===== config.mk =====
export PLATFORM = sky130hd
export DESIGN_NAME = msrv32_decode_buffer
export DESIGN_NICKNAME = d
export VERILOG_FILES = /design/src/rtl/msrv32_decode_buffer.sv
export SDC_FILE = /design/constraint.sdc
export NUM_CORES = 1
export LEC_CHECK = 0
export CAP_MARGIN = 20
export CORE_MARGIN = 10
export CORE_UTILIZATION = 35
export CTS_CLUSTER_DIAMETER = 120
export DETAILED_ROUTE_END_ITERATION = 6
export PLACE_DENSITY = 0.67
export SETUP_SLACK_MARGIN = 0.3
export SLEW_MARGIN = 20
export SYNTH_ARGS = -nofsm -noshare
export SYNTH_HDL_FRONTEND = slang
export SYNTH_SLANG_ARGS = --single-unit

===== constraint.sdc =====
create_clock -name ms_riscv32_mp_clk_in -period 3.6 [get_ports ms_riscv32_mp_clk_in]
set_input_delay 0.36 -clock ms_riscv32_mp_clk_in [delete_from_list [all_inputs] [get_ports ms_riscv32_mp_clk_in]]
set_output_delay 0.36 -clock ms_riscv32_mp_clk_in [all_outputs]
set_load 0.01 [all_outputs]

===== src/rtl/msrv32_decode_buffer.sv =====
// Decode stage for msrv32: a DEPTH-entry {instr, pc} queue between fetch and
// decode, with RV32I field extraction and an illegal-opcode flag on the head.
module msrv32_decode_buffer #(
    parameter int               WIDTH      = 32,
    parameter int               ADDR_WIDTH = 5,
    parameter int               DEPTH      = 2,
    parameter logic [WIDTH-1:0] NOP_INSTR  = 32'h00000013
) (
    input  logic                         ms_riscv32_mp_clk_in,
    input  logic                         ms_riscv32_mp_rst_in,
    input  logic                         flush_in,
    input  logic [WIDTH-1:0]             instr_in,
    input  logic [WIDTH-1:0]             pc_in,
    input  logic                         instr_valid_in,
    output logic                         instr_ready_out,
    input  logic                         dec_ready_in,
    output logic                         dec_valid_out,
    output logic [6:0]                   opcode_out,
    output logic [2:0]                   funct3_out,
    output logic [6:0]                   funct7_out,
    output logic [ADDR_WIDTH-1:0]        rs1_addr_out,
    output logic [ADDR_WIDTH-1:0]        rs2_addr_out,
    output logic [ADDR_WIDTH-1:0]        rd_addr_out,
    output logic [11:0]                  csr_addr_out,
    output logic [24:0]                  instr_out,
    output logic [WIDTH-1:0]             pc_out,
    output logic                         illegal_out,
    output logic [$clog2(DEPTH+1)-1:0]   count_out
);

    localparam int PTR_W = $clog2(DEPTH);
    localparam int CNT_W = $clog2(DEPTH + 1);

    localparam logic [PTR_W-1:0] PTR_ONE = PTR_W'(1);
    localparam logic [CNT_W-1:0] CNT_ONE = CNT_W'(1);
    localparam logic [CNT_W-1:0] CNT_MAX = CNT_W'(DEPTH);

    logic [WIDTH-1:0] instr_mem_q [DEPTH];
    logic [WIDTH-1:0] pc_mem_q    [DEPTH];

    logic [PTR_W-1:0] wr_ptr_q, wr_ptr_d;
    logic [PTR_W-1:0] rd_ptr_q, rd_ptr_d;
    logic [CNT_W-1:0] count_q,  count_d;

    logic             push;
    logic             pop;
    logic             opcode_legal;
    logic [WIDTH-1:0] sel_instr;

    // Handshake: a full queue still accepts when the head leaves this cycle.
    always_comb begin
        dec_valid_out   = (count_q != '0) && !flush_in;
        pop             = dec_valid_out && dec_ready_in;
        instr_ready_out = (count_q < CNT_MAX) || pop;
        push            = instr_valid_in && instr_ready_out && !flush_in;
    end

    // NOTE: next-state logic lives in always_comb with a default for every
    // output first, so no path can leave a signal unassigned and infer a latch.
    always_comb begin
        wr_ptr_d = wr_ptr_q;
        rd_ptr_d = rd_ptr_q;
        count_d  = count_q;
        if (flush_in) begin
            rd_ptr_d = wr_ptr_q;
            count_d  = '0;
        end else begin
            if (push) wr_ptr_d = wr_ptr_q + PTR_ONE;
            if (pop)  rd_ptr_d = rd_ptr_q + PTR_ONE;
            case ({push, pop})
                2'b10:   count_d = count_q + CNT_ONE;
                2'b01:   count_d = count_q - CNT_ONE;
                default: count_d = count_q;
            endcase
        end
    end

    // NOTE: state flops use non-blocking assignments so every flop samples
    // the pre-edge values regardless of statement order.
    always_ff @(posedge ms_riscv32_mp_clk_in or negedge ms_riscv32_mp_rst_in) begin
        if (!ms_riscv32_mp_rst_in) begin
            wr_ptr_q <= '0;
            rd_ptr_q <= '0;
            count_q  <= '0;
        end else begin
            wr_ptr_q <= wr_ptr_d;
            rd_ptr_q <= rd_ptr_d;
            count_q  <= count_d;
        end
    end

    // NOTE: the entry storage is deliberately not reset; count_q alone says
    // which entries are meaningful, so stale contents are never observed.
    always_ff @(posedge ms_riscv32_mp_clk_in) begin
        if (push) begin
            instr_mem_q[wr_ptr_q] <= instr_in;
            pc_mem_q[wr_ptr_q]    <= pc_in;
        end
    end

    always_comb begin
        sel_instr = dec_valid_out ? instr_mem_q[rd_ptr_q] : NOP_INSTR;
        pc_out    = dec_valid_out ? pc_mem_q[rd_ptr_q] : '0;
    end

    assign opcode_out   = sel_instr[6:0];
    assign funct3_out   = sel_instr[14:12];
    assign funct7_out   = sel_instr[31:25];
    assign rs1_addr_out = sel_instr[15 +: ADDR_WIDTH];
    assign rs2_addr_out = sel_instr[20 +: ADDR_WIDTH];
    assign rd_addr_out  = sel_instr[7 +: ADDR_WIDTH];
    assign csr_addr_out = sel_instr[31:20];
    assign instr_out    = sel_instr[31:7];
    assign count_out    = count_q;

    // Every RV32I base opcode ends in 2'b11, so this list also rejects
    // compressed encodings.
    always_comb begin
        opcode_legal = 1'b0;
        case (sel_instr[6:0])
            7'b0110111, 7'b0010111, 7'b1101111, 7'b1100111,
            7'b1100011, 7'b0000011, 7'b0100011, 7'b0010011,
            7'b0110011, 7'b0001111, 7'b1110011: opcode_legal = 1'b1;
            default:                            opcode_legal = 1'b0;
        endcase
    end

    assign illegal_out = dec_valid_out && !opcode_legal;

endmodule


==> metrics.cfg <==
[logic_synthesis]
yosysSeqAreaShare_pct = 73.46
async_flop_share_pct = 3.030
syn_avg_cell_area_um2 = 15.65
synth.most_common_cell = edfxtp_1
synth_common_cells = edfxtp_1, nor2_1, mux2i_1
synthCells = 343
synth_nets = 412
synth_enable_flop_cells = 128
synthTopCellsByArea = edfxtp_1, mux2i_1, buf_4
yosysTopAreaCellShare_pct = 71.59
synth_top_area_cell = edfxtp_1
synth_seq_cells = 132
synth_flop_cell = edfxtp_1
yosysWarnings = 0
synth_cell_types = 23
synth.cell_area_um2 = 5369

[sta]
setup_violations = 0
hold_viol_final = 0
max_freq_mhz = 323.4
fin_crit_ps = 3092
finClkSkew_ps = 5.640
tns_ps = 0
grt_setup_unrepaired = no
relSlewSlack_pct = 49.71
post-route-period-util_pct = 85.88
final_max_slew_viol_count = 0
worst_pin_slew_ps = 754.3

[setup_path]
reg2reg_depth = 3
rrSetupSlack_ps = 1550
crit_family = buffers and inverters
path_class = flop to output port
critPathCaptureType = output port
cp.required_ps = 3240
cp-start-kind = flop
worst-path-buf-inv = 2
worst_path_max_delay_cell = buf_4
worstReg2RegEnd = pc_mem_q[1][14]
regToRegStartpoint = count_out[1]
max_stage_delay_ps = 690
crit_fanout = 44
cp.arrival_ps = 2730
crit_chain = buf_4 -> mux2i_1 -> nor2_1 -> clkdlybuf4s50_1

[clocking]
htreeDepth = 4
clk_pin_slew_ps = 50
clk-insertion-delay-late_ps = 400
clockBufferDepth = 2
cts_tree = yes
post_cts_resized = 0
cts_inserted_buffers = 17
postCtsSetupRepairBufs = 0
cts.sinks = 132
cts_root_buffer = clkbuf_16
ctsHoldBuffers = 0

[global_route]
use_met3_pct = 4.917
use_met1_pct = 12.35
met2_usage_pct = 20.27
track_usage_pct = 11.78
grt_start_max_net_pins = 45
grt-busiest-layer = met2
grt_overflow = 0
grt_pass1_vias = 3434
grt_pass1_wl_um = 18460
antenna_found_initial = 0

[power_and_ir_drop]
pwr_density_cell_nw_per_um2 = 565.6
p_leak_uw = 0.002653
ir_drop_v = 0.0003757
power_uw = 4311

[status]
outcome = finished clean

[detailed_routing]
drt-vias-per-instance = 4.582
vias = 3175
drc = 0
drt_pass1_iterations = 4
ant_nets = 0
wl_per_cell_um = 17.62
first_iter_violations = 106
drt_wl_total_um = 12210

[floorplan]
io_pins = 175
fp-row-count = 45
coreArea_um2 = 15090
start_util_pct = 35.58
die_area_um2 = 20690
die_y_um = 143.9
die_x_um = 143.9

[place]
io_buffers = 174
gp_congestion = 0.6858
dp_hpwl_um = 8684

[cells_and_area]
areaGrowthSynthToFinish_pct = 41.95
drive_gt1_share_pct = 7.525
antenna_cells = 0
fin_nets = 561

[run]
max_cap_violations = 0

[min_path]
hp-class = input port to async pin

## final cells by class
cell class                 instances  area, um^2
multi-input combinational        156        1076
clock inverter                    12       66.31
inverter                           4       15.01
timing repair buffer             181        1844
sequential                       132        3948
clock buffer                      20       436.7
tap                              188       235.2
fill                            1284        7468
## state kept, by name, summed over array words and instances, names as in the netlist
register / count
wr_ptr_q: 1
instr_mem_q: 64
rd_ptr_q: 1
count_out: 2
pc_mem_q: 64
## cell usage in the layout (no fill, tap or decap)
cell,count
a2111o_1,1
mux2i_2,1
a21oi_1,2
nor2_1,64
buf_4,3
inv_2,2
edfxtp_1,128
clkinv_1,5
nor2_4,2
clkbuf_1,3
inv_1,2
a211o_1,1
xnor2_1,2
nand3b_1,1
buf_12,4
dfrtp_4,1
a31oi_1,2
nor2b_1,1
nand2_1,7
clkinvlp_4,2
o21bai_4,1
o21bai_1,1
mux2i_1,63
clkbuf_16,17
nand2b_1,3
o21ai_1,3
clkinv_2,3
clkdlybuf4s50_1,174
a221oi_1,1
dfrtp_1,3
clkinv_4,2
## metrics by stage
step | utilization, % | hold WS (ps) | instances | setup WS, ps | area, um^2
floorplan | - | 64.41 | 343 | -352.9 | 5369
global placement | 47.17 | 564.0 | 661 | 749.4 | 7118
detailed placement | 47.17 | 570.4 | 661 | 703.5 | 7118
CTS | 50.51 | 153.9 | 693 | 415.0 | 7621
global route | 50.51 | 158.4 | 693 | 308.7 | 7621
finish | 50.51 | 170.0 | 693 | 508.2 | 7621
## kinds of logic after synthesis
group	Yosys count	synth area share [%]
AO/OA/AOI/OAI	12	1.515
buffers and inverters	55	6.991
multiplexers	64	12.00
XOR/XNOR	2	0.3263
AND/OR/NAND/NOR	78	5.710
flip-flops	132	73.46
## layer usage
layer / share of wire, % / wire (um)
met1: 41 / 4951
met2: 51 / 6187
met3: 7.7 / 936
met4: 1.1 / 136
met5: 0 / 0
## how the worst max path moves through the flow
stage                                   end         start  cells past startpoint  slack (ps)
after floorplan           instr_mem_q[0][0]  count_out[1]                      2        -350
after global placement          illegal_out      flush_in                      7         750
after detailed placement        illegal_out      flush_in                      7         700
after CTS                     instr_out[15]      rd_ptr_q                      4         410
after global routing        rs2_addr_out[4]      rd_ptr_q                      4         310
final                       rs2_addr_out[2]      rd_ptr_q                      4         510
## report_power, final
group,internal [uW],switching [uW]
Clock,863,593
Combinational,457,426
Sequential,1880,94.1
Note: power is estimated with default switching activity, not from simulation.
